$ cat src/rtl/stopwatch_ctrl_if.sv
// -----------------------------------------------------------------------------
// stopwatch_ctrl_if
//   Bundle of board-side inputs and datapath-side strobes around the stopwatch
//   control sequencer. clk and rst are not part of the bundle.
//
//   Signal summary
//     btnS       raw run/pause button, asynchronous to clk
//     sw[1:0]    raw switches: sw[0]=ADJ mode, sw[1]=SEL (1=seconds, 0=minutes)
//     running    controller is in RUNNING
//     adjusting  controller is in ADJUST
//     adj_sel    synchronised sw[1]
//     cnt_tick   1-cycle strobe: advance the counter by one second
//     adj_tick   1-cycle strobe: increment the field chosen by adj_sel
//     digit_sel  active display digit, 0..3
//     blink      1 = selected field visible, 0 = blanked
//
//   Strobe semantics: there is no valid/ready pair on this bundle. cnt_tick and
//   adj_tick are fire-and-forget single-cycle pulses; the consumer must act on
//   every cycle a strobe is high, and the producer never holds one for longer
//   than one cycle nor raises both in the same cycle.
//
//   Modports
//     master  the controller (drives the strobes, samples the raw inputs)
//     slave   the board/datapath side
// -----------------------------------------------------------------------------
interface stopwatch_ctrl_if;
    logic       btnS;
    logic [1:0] sw;
    logic       running;
    logic       adjusting;
    logic       adj_sel;
    logic       cnt_tick;
    logic       adj_tick;
    logic [1:0] digit_sel;
    logic       blink;

    modport master (
        input  btnS, sw,
        output running, adjusting, adj_sel, cnt_tick, adj_tick, digit_sel, blink
    );

    modport slave (
        output btnS, sw,
        input  running, adjusting, adj_sel, cnt_tick, adj_tick, digit_sel, blink
    );
endinterface

$ cat src/rtl/stopwatch_ctrl.sv
// -----------------------------------------------------------------------------
// stopwatch_ctrl
//   Control and timing sequencer for the stopwatch datapath. Synchronises and
//   debounces the run/pause button, synchronises the adjust switches, runs the
//   PAUSED/RUNNING/ADJUST state machine and produces single-cycle enable
//   strobes for the BCD counter plus the digit-scan and blink timing for the
//   seven-segment display. Single clock domain.
//
//   Ports
//     clk          system clock
//     rst          asynchronous, active-high reset
//     sw_if        stopwatch_ctrl_if.master bundle (raw inputs, strobes, display)
//     dbg_state_o  current FSM state encoding (0=PAUSED, 1=RUNNING, 2=ADJUST)
//
//   Build option
//     STOPWATCH_BLINK_EN  when defined, blink toggles every BLINK_DIV cycles
//                         while in ADJUST (starting visible) and a blink
//                         counter is built. When undefined, blink is constant 1.
// -----------------------------------------------------------------------------
module stopwatch_ctrl #(
    parameter int unsigned TICK_DIV  = 100_000_000,
    parameter int unsigned ADJ_DIV   = 50_000_000,
`ifdef STOPWATCH_BLINK_EN
    parameter int unsigned BLINK_DIV = 25_000_000,
`endif
    parameter int unsigned SCAN_DIV  = 100_000,
    parameter int unsigned DB_CYCLES = 1_000_000
) (
    input  logic                   clk,
    input  logic                   rst,
    stopwatch_ctrl_if.master       sw_if,
    output logic [1:0]             dbg_state_o
);

    localparam int unsigned TW = (TICK_DIV  > 1) ? $clog2(TICK_DIV)  : 1;
    localparam int unsigned AW = (ADJ_DIV   > 1) ? $clog2(ADJ_DIV)   : 1;
    localparam int unsigned SW = (SCAN_DIV  > 1) ? $clog2(SCAN_DIV)  : 1;
    localparam int unsigned DW = (DB_CYCLES > 1) ? $clog2(DB_CYCLES) : 1;

    localparam logic [TW-1:0] TICK_LAST = TW'(TICK_DIV - 1);
    localparam logic [AW-1:0] ADJ_LAST  = AW'(ADJ_DIV - 1);
    localparam logic [SW-1:0] SCAN_LAST = SW'(SCAN_DIV - 1);
    localparam logic [DW-1:0] DB_LAST   = DW'(DB_CYCLES - 1);

    typedef enum logic [1:0] {
        ST_PAUSED  = 2'd0,
        ST_RUNNING = 2'd1,
        ST_ADJUST  = 2'd2
    } state_e;

    // Input synchronisers
    logic          btn_meta_q, btn_sync_q;
    logic [1:0]    sw_meta_q,  sw_sync_q;

    // Debounce
    logic [DW-1:0] db_cnt_q,   db_cnt_d;
    logic          db_level_q, db_level_d;
    logic          toggle_q,   toggle_d;

    // FSM
    state_e        state_q,    state_d;

    // Timing counters and strobes
    logic [TW-1:0] tick_cnt_q, tick_cnt_d;
    logic          cnt_tick_q, cnt_tick_d;
    logic [AW-1:0] adj_cnt_q,  adj_cnt_d;
    logic          adj_tick_q, adj_tick_d;
    logic [SW-1:0] scan_cnt_q, scan_cnt_d;
    logic [1:0]    digit_q,    digit_d;

    // Registered state decode
    logic          running_q,  running_d;
    logic          adjusting_q, adjusting_d;

    logic          blink_q;

    // -------------------------------------------------------------------------
    // Next-state logic
    // -------------------------------------------------------------------------
    always_comb begin
        db_cnt_d    = '0;
        db_level_d  = db_level_q;
        toggle_d    = 1'b0;
        state_d     = state_q;
        tick_cnt_d  = tick_cnt_q;
        cnt_tick_d  = 1'b0;
        adj_cnt_d   = '0;
        adj_tick_d  = 1'b0;
        scan_cnt_d  = scan_cnt_q + SW'(1);
        digit_d     = digit_q;
        running_d   = (state_q == ST_RUNNING);
        adjusting_d = (state_q == ST_ADJUST);

        // Debounce: count only while the synchronised level disagrees with the
        // accepted level; any agreement restarts the count. Only a press
        // (accepted 0->1) produces the toggle pulse.
        if (btn_sync_q != db_level_q) begin
            if (db_cnt_q == DB_LAST) begin
                db_level_d = btn_sync_q;
                toggle_d   = btn_sync_q;
            end else begin
                db_cnt_d = db_cnt_q + DW'(1);
            end
        end

        // sw_sync_q[0] is the ADJ request and wins over a same-cycle toggle.
        case (state_q)
            ST_PAUSED: begin
                if (sw_sync_q[0])  state_d = ST_ADJUST;
                else if (toggle_q) state_d = ST_RUNNING;
            end
            ST_RUNNING: begin
                if (sw_sync_q[0])  state_d = ST_ADJUST;
                else if (toggle_q) state_d = ST_PAUSED;
            end
            ST_ADJUST: begin
                if (!sw_sync_q[0]) state_d = ST_PAUSED;
            end
            default: state_d = ST_PAUSED;
        endcase

        // Tick counter keeps its fractional second across a pause but is
        // restarted by an adjust session.
        case (state_q)
            ST_RUNNING: begin
                if (tick_cnt_q == TICK_LAST) begin
                    tick_cnt_d = '0;
                    cnt_tick_d = 1'b1;
                end else begin
                    tick_cnt_d = tick_cnt_q + TW'(1);
                end
            end
            ST_ADJUST: tick_cnt_d = '0;
            default:   tick_cnt_d = tick_cnt_q;
        endcase

        // Adjust counter starts from zero on every entry, so the first
        // adj_tick lands ADJ_DIV cycles after the state change.
        if (state_q == ST_ADJUST) begin
            if (adj_cnt_q == ADJ_LAST) begin
                adj_tick_d = 1'b1;
            end else begin
                adj_cnt_d = adj_cnt_q + AW'(1);
            end
        end

        if (scan_cnt_q == SCAN_LAST) begin
            scan_cnt_d = '0;
            digit_d    = digit_q + 2'd1;
        end
    end

    // -------------------------------------------------------------------------
    // State registers
    // -------------------------------------------------------------------------
    always_ff @(posedge clk or posedge rst) begin
        if (rst) begin
            btn_meta_q  <= 1'b0;
            btn_sync_q  <= 1'b0;
            sw_meta_q   <= 2'b00;
            sw_sync_q   <= 2'b00;
            db_cnt_q    <= '0;
            db_level_q  <= 1'b0;
            toggle_q    <= 1'b0;
            state_q     <= ST_PAUSED;
            tick_cnt_q  <= '0;
            cnt_tick_q  <= 1'b0;
            adj_cnt_q   <= '0;
            adj_tick_q  <= 1'b0;
            scan_cnt_q  <= '0;
            digit_q     <= 2'd0;
            running_q   <= 1'b0;
            adjusting_q <= 1'b0;
        end else begin
            btn_meta_q  <= sw_if.btnS;
            btn_sync_q  <= btn_meta_q;
            sw_meta_q   <= sw_if.sw;
            sw_sync_q   <= sw_meta_q;
            db_cnt_q    <= db_cnt_d;
            db_level_q  <= db_level_d;
            toggle_q    <= toggle_d;
            state_q     <= state_d;
            tick_cnt_q  <= tick_cnt_d;
            cnt_tick_q  <= cnt_tick_d;
            adj_cnt_q   <= adj_cnt_d;
            adj_tick_q  <= adj_tick_d;
            scan_cnt_q  <= scan_cnt_d;
            digit_q     <= digit_d;
            running_q   <= running_d;
            adjusting_q <= adjusting_d;
        end
    end

    // -------------------------------------------------------------------------
    // Blink generator
    // -------------------------------------------------------------------------
`ifdef STOPWATCH_BLINK_EN
    localparam int unsigned BW = (BLINK_DIV > 1) ? $clog2(BLINK_DIV) : 1;
    localparam logic [BW-1:0] BLINK_LAST = BW'(BLINK_DIV - 1);

    logic [BW-1:0] blink_cnt_q, blink_cnt_d;
    logic          blink_d;

    // Outside ADJUST the field is forced visible and the counter parked at 0,
    // so every adjust session starts with a full visible half-period.
    always_comb begin
        blink_cnt_d = '0;
        blink_d     = 1'b1;
        if (state_q == ST_ADJUST) begin
            blink_d = blink_q;
            if (blink_cnt_q == BLINK_LAST) begin
                blink_d = ~blink_q;
            end else begin
                blink_cnt_d = blink_cnt_q + BW'(1);
            end
        end
    end

    always_ff @(posedge clk or posedge rst) begin
        if (rst) begin
            blink_cnt_q <= '0;
            blink_q     <= 1'b1;
        end else begin
            blink_cnt_q <= blink_cnt_d;
            blink_q     <= blink_d;
        end
    end
`else
    assign blink_q = 1'b1;
`endif

    // -------------------------------------------------------------------------
    // Outputs
    // -------------------------------------------------------------------------
    assign sw_if.running   = running_q;
    assign sw_if.adjusting = adjusting_q;
    assign sw_if.adj_sel   = sw_sync_q[1];
    assign sw_if.cnt_tick  = cnt_tick_q;
    assign sw_if.adj_tick  = adj_tick_q;
    assign sw_if.digit_sel = digit_q;
    assign sw_if.blink     = blink_q;
    assign dbg_state_o     = state_q;

endmodule

$ cat src/flat_wrapper.sv
// flat-port wrapper written by rule: the top's interface ports become plain ports
module stopwatch_ctrl_flat 
#(
    parameter int unsigned TICK_DIV  = 100_000_000,
    parameter int unsigned ADJ_DIV   = 50_000_000,

    parameter int unsigned SCAN_DIV  = 100_000,
    parameter int unsigned DB_CYCLES = 1_000_000
)
  (clk, rst, dbg_state_o, sw_if_btnS, sw_if_sw, sw_if_running, sw_if_adjusting, sw_if_adj_sel, sw_if_cnt_tick, sw_if_adj_tick, sw_if_digit_sel, sw_if_blink);
  stopwatch_ctrl_if sw_if_i ();
  input  logic clk;
  input  logic rst;
  output logic [1:0] dbg_state_o;
  input wire logic [$bits(sw_if_i.btnS)-1:0] sw_if_btnS;
  input wire logic [$bits(sw_if_i.sw)-1:0] sw_if_sw;
  output wire logic [$bits(sw_if_i.running)-1:0] sw_if_running;
  output wire logic [$bits(sw_if_i.adjusting)-1:0] sw_if_adjusting;
  output wire logic [$bits(sw_if_i.adj_sel)-1:0] sw_if_adj_sel;
  output wire logic [$bits(sw_if_i.cnt_tick)-1:0] sw_if_cnt_tick;
  output wire logic [$bits(sw_if_i.adj_tick)-1:0] sw_if_adj_tick;
  output wire logic [$bits(sw_if_i.digit_sel)-1:0] sw_if_digit_sel;
  output wire logic [$bits(sw_if_i.blink)-1:0] sw_if_blink;
  assign sw_if_i.btnS = sw_if_btnS;
  assign sw_if_i.sw = sw_if_sw;
  assign sw_if_running = sw_if_i.running;
  assign sw_if_adjusting = sw_if_i.adjusting;
  assign sw_if_adj_sel = sw_if_i.adj_sel;
  assign sw_if_cnt_tick = sw_if_i.cnt_tick;
  assign sw_if_adj_tick = sw_if_i.adj_tick;
  assign sw_if_digit_sel = sw_if_i.digit_sel;
  assign sw_if_blink = sw_if_i.blink;
  stopwatch_ctrl #(.TICK_DIV(TICK_DIV), .ADJ_DIV(ADJ_DIV), .SCAN_DIV(SCAN_DIV), .DB_CYCLES(DB_CYCLES)) u_core (.clk(clk), .rst(rst), .sw_if(sw_if_i), .dbg_state_o(dbg_state_o));
endmodule
$ cat config.mk
export PLATFORM = sky130hd
export DESIGN_NAME = stopwatch_ctrl_flat
export DESIGN_NICKNAME = d
export VERILOG_FILES = /design/src/rtl/stopwatch_ctrl_if.sv /design/src/rtl/stopwatch_ctrl.sv /design/src/flat_wrapper.sv
export SDC_FILE = /design/constraint.sdc
export NUM_CORES = 1
export LEC_CHECK = 0
export CAP_MARGIN = 20
export CORE_ASPECT_RATIO = 0.7
export CORE_UTILIZATION = 30
export CTS_BUF_LIST = sky130_fd_sc_hd__clkbuf_4 sky130_fd_sc_hd__clkbuf_8
export CTS_CLUSTER_SIZE = 12
export DETAILED_ROUTE_END_ITERATION = 8
export GPL_ROUTABILITY_DRIVEN = 0
export MAX_ROUTING_LAYER = met4
export PLACE_DENSITY = 0.47
export SLEW_MARGIN = 20
export SYNTH_ARGS = -nofsm -noshare
export SYNTH_HDL_FRONTEND = slang
export SYNTH_SLANG_ARGS = --single-unit
$ cat constraint.sdc
create_clock -name clk -period 3.45 [get_ports clk]
set_input_delay 0.69 -clock clk [delete_from_list [all_inputs] [get_ports clk]]
set_output_delay 0.69 -clock clk [all_outputs]
set_load 0.01 [all_outputs]
==> impl_metrics.tcl <==
set metrics [dict create \
    ff_latch_area_um2 2650 \
    use_met2_pct 19.5 \
    min_path_type "reg -> reg" \
    report.final.hold_viol_count 0 \
    grt_max_degree 47 \
    syn_inst 522 \
    path_buf_inv 1 \
    ys_seq_area_share_pct 50.8 \
    combinationalPowerShare_pct 16.7 \
    rsz0062_at_grt "false" \
    reg2reg_from "u_core.dbg_state_o[0]$_DFFE_PP0P_" \
    ys_top_cells_by_count "dfrtp_1, nor2_1, a21oi_1, nand3_1, nand2_1" \
    worst_pin_slew_ns 0.768 \
    clock_latency_ns 0.36 \
    grt-busiest-layer "met2" \
    multi_input_area_um2 2410 \
    tritoncts "built" \
    drive_above_1_share_pct 6.21 \
    critPathMaxStageDelay_ns 0.71 \
    drv_slew 0 \
    max_slew_margin_pct 48.6 \
    cts.root.buffer_cell "clkbuf_8" \
    drt_pass1_iterations 4 \
    power_frac_clock_pct 28.5 \
    nets 540 \
    start_kind "flip-flop" \
    p_seq_share_pct 54.8 \
    fmax_mhz 331 \
    grt_pass1_vias 3718 \
    overflow 0 \
    power_w 0.00248 \
    syn_nets 535 \
    dominantRegCellSynth "dfrtp_1" \
    min_period_ns 3.02 \
    post-cts-setup-buffers 0 \
    cts.sinks 106 \
    yosysMostFrequentCell "dfrtp_1" \
    use_met3_pct 2.99 \
    peakVddDrop_mv 0.167 \
    drt_iter0_drc 179 \
    leakagePower_nw 2.34 \
    cts_max_level 3 \
    cp_num_cells 6 \
    power_density_nw_per_um2 430 \
    via_per_inst 5.14 \
    die_y_um 112 \
    period_share_pct 87.6 \
    synthDistinctLibCells 44 \
    cp_max_fo 18 \
    cts.reportedPaths.clkPinSlew_ns 0.10 \
    core_area_um2 16600 \
    num_rows 39 \
    clk_path_buf_depth 2 \
    detail-route-antenna-nets 0 \
    synth_warnings 0 \
    io_pins 15 \
    cts_made_buffers 9 \
    synth_enable_flop_cells 0 \
    critPathKind "reg -> reg" \
    cts.repair.resized 0 \
    port-buffer-count 13 \
    synth_area_leaders "dfrtp_1, xor2_1, xnor2_1" \
    async_flop_share_pct 100 \
    yosys.area.top_type "dfrtp_1" \
    grt_pass1_wl_mm 18.7 \
    arrival_ns 3.30 \
    dieArea_um2 17900 \
    crit_family "simple AND/OR/NAND/NOR gates" \
    via_count 3883 \
    area_delta_synth_final_pct 10.4 \
    cp.required_ns 3.73 \
    antenna_found_initial 0 \
    crit_slowest_cell "ha_1" \
    drc 0 \
    swShare_pct 31.0 \
    netlist_area_um2 5220 \
    worst-r2r-cell-count 6 \
    dp_hpwl_mm 7.17 \
    p_sw_w 0.000767 \
    die_w_um 160 \
    worstSetupEndpoint "u_core.tick_cnt_q[23]$_DFFE_PP0P_" \
    clock_skew_ns 0.0104 \
    setup_viol 0 \
    synth_top_area_share_pct 50.8 \
    setup_tns_ns 0 \
    cts_hold_buf 0 \
    hold_ws_ns 0.357 \
    wl_per_cell_um 14.2 \
    end_kind "flip-flop" \
    wirelength_mm 10.7 \
    finish.utilization_pct 34.6 \
    num_antenna_cells 0 \
    syn_avg_cell_area_um2 10.0 \
    maxCapViolations 0 \
    path_cells "inv_1 > ha_1 > nand4_1 > nand4bb_1 > or4_1 > a22oi_1" \
    start_util_pct 31.4 \
    grt_use_total_pct 13.3 \
    use_met1_pct 18.5 \
    status "finished clean" \
    p_int_w 0.00171 \
    rrSetupSlack_ns 0.43 \
    r2r_end "u_core.tick_cnt_q[23]$_DFFE_PP0P_" \
    ys_ff_latch 106 \
    startpoint "u_core.dbg_state_o[0]$_DFFE_PP0P_" \
    nFillCells 1629 \
]
[layout make-up]
cell class | instances | area share (%)
clock buffers | 11 | 2.41
clock inverters | 4 | 0.521
inverters | 16 | 1.11
multi-input cells | 376 | 41.9
flip-flops and latches | 106 | 46.0
well taps | 225 | 4.89
repair buffers | 18 | 3.13
[flip-flops by register name, indices dropped and copies added (netlist names)]
register	flops
u_core.btn_sync_q	1
u_core.sw_meta_q	2
u_core.sw_if.running	1
u_core.sw_if.cnt_tick	1
u_core.sw_sync_q	2
u_core.db_level_q	1
u_core.adj_cnt_q	26
u_core.btn_meta_q	1
u_core.tick_cnt_q	27
u_core.scan_cnt_q	17
u_core.dbg_state_o	2
u_core.sw_if.adjusting	1
u_core.sw_if.digit_sel	2
u_core.sw_if.adj_tick	1
u_core.db_cnt_q	20
u_core.toggle_q	1
[per-stage QoR]
stage / setup slack, ns / cells / area (µm²)
after CTS: 0.443 / 756 / 5760
after detailed placement: 0.478 / 741 / 5590
after global routing: 0.0701 / 756 / 5760
after global placement: 0.583 / 741 / 5590
final: 0.427 / 756 / 5760
after floorplan: 1.24 / 522 / 5230
[worst min-delay path by stage]
| stage | slack [ns] | start | cells past startpoint | end |
|---|---|---|---|---|
| 4_1_cts | 0.36 | u_core.sw_meta_q[1]$_DFF_PP0_ | 0 | u_core.sw_sync_q[1]$_DFF_PP0_ |
| 5_1_grt | 0.36 | u_core.sw_meta_q[1]$_DFF_PP0_ | 0 | u_core.sw_sync_q[1]$_DFF_PP0_ |
| 3_5_place_dp | 0.34 | u_core.sw_meta_q[1]$_DFF_PP0_ | 0 | u_core.sw_sync_q[1]$_DFF_PP0_ |
| 2_1_floorplan | 0.33 | u_core.btn_meta_q$_DFF_PP0_ | 0 | u_core.btn_sync_q$_DFF_PP0_ |
| 3_3_place_gp | 0.33 | u_core.sw_meta_q[1]$_DFF_PP0_ | 0 | u_core.sw_sync_q[1]$_DFF_PP0_ |
| 6_report | 0.36 | u_core.sw_meta_q[1]$_DFF_PP0_ | 0 | u_core.sw_sync_q[1]$_DFF_PP0_ |
[cells in the final DEF (no fill, tap or decap), types with 2 or more instances in the layout]
| cell | instances |
|---|---|
| clkbuf_8 | 9 |
| buf_4 | 4 |
| xor2_1 | 26 |
| nor2b_1 | 2 |
| or3_1 | 21 |
| clkinvlp_4 | 2 |
| nor4b_1 | 2 |
| nor2_1 | 41 |
| clkbuf_4 | 2 |
| or4b_2 | 3 |
| o22ai_1 | 2 |
| and3_1 | 17 |
| nand3_2 | 2 |
| ha_1 | 8 |
| nor4_1 | 9 |
| nand3_1 | 33 |
| nor3_1 | 6 |
| and4_1 | 10 |
| a21oi_1 | 33 |
| inv_1 | 15 |
| o21ai_0 | 24 |
| nand2b_1 | 4 |
| nand4_1 | 20 |
| a22oi_1 | 13 |
| o31ai_1 | 15 |
| dfrtp_1 | 106 |
| clkinv_4 | 2 |
| nand2_1 | 28 |
| clkdlybuf4s50_1 | 13 |
| or4_1 | 17 |
| xnor2_1 | 21 |
| and2_1 | 3 |
[power groups by stage]
stage	Clock, W	Sequential, W	Combinational (W)
after floorplan	0	0.00138	0.000289
after global placement	0	0.00138	0.000416
after detailed placement	0	0.00138	0.000424
after CTS	0.000747	0.00136	0.000425
after global routing	0.000792	0.00137	0.000473
final	0.000705	0.00136	0.000414
[worst reg2reg max path: stages, from the launching register on]
cell       delay (ns)
dfrtp_1          0.42
inv_1            0.08
ha_1             0.71
nand4_1          0.43
nand4bb_1        0.56
or4_1            0.58
a22oi_1          0.17
[per-layer routing]
metal | vias up | share of wire, %
met2 | 37 | 44
li1 | 1922 | -
met3 | 7 | 2.5
met4 | 0 | 0.75
met1 | 1917 | 53
met5 | - | 0
[kinds of logic (layout without fill, tap and decap cells)]
group	after synthesis	count (layout)	synth area share, %
xor gates and xnor gates	47	47	7.88
DFF	106	106	50.8
buffers and inverters	40	49	3.26
adders and majority gates	8	8	1.92
AOI/OAI and AO/OA	93	93	10.9
other	1	1	0.0718
and+or+nand+nor	226	226	25.0
muxes	1	1	0.216
No activity file was read; power rests on OpenSTA's default activity.
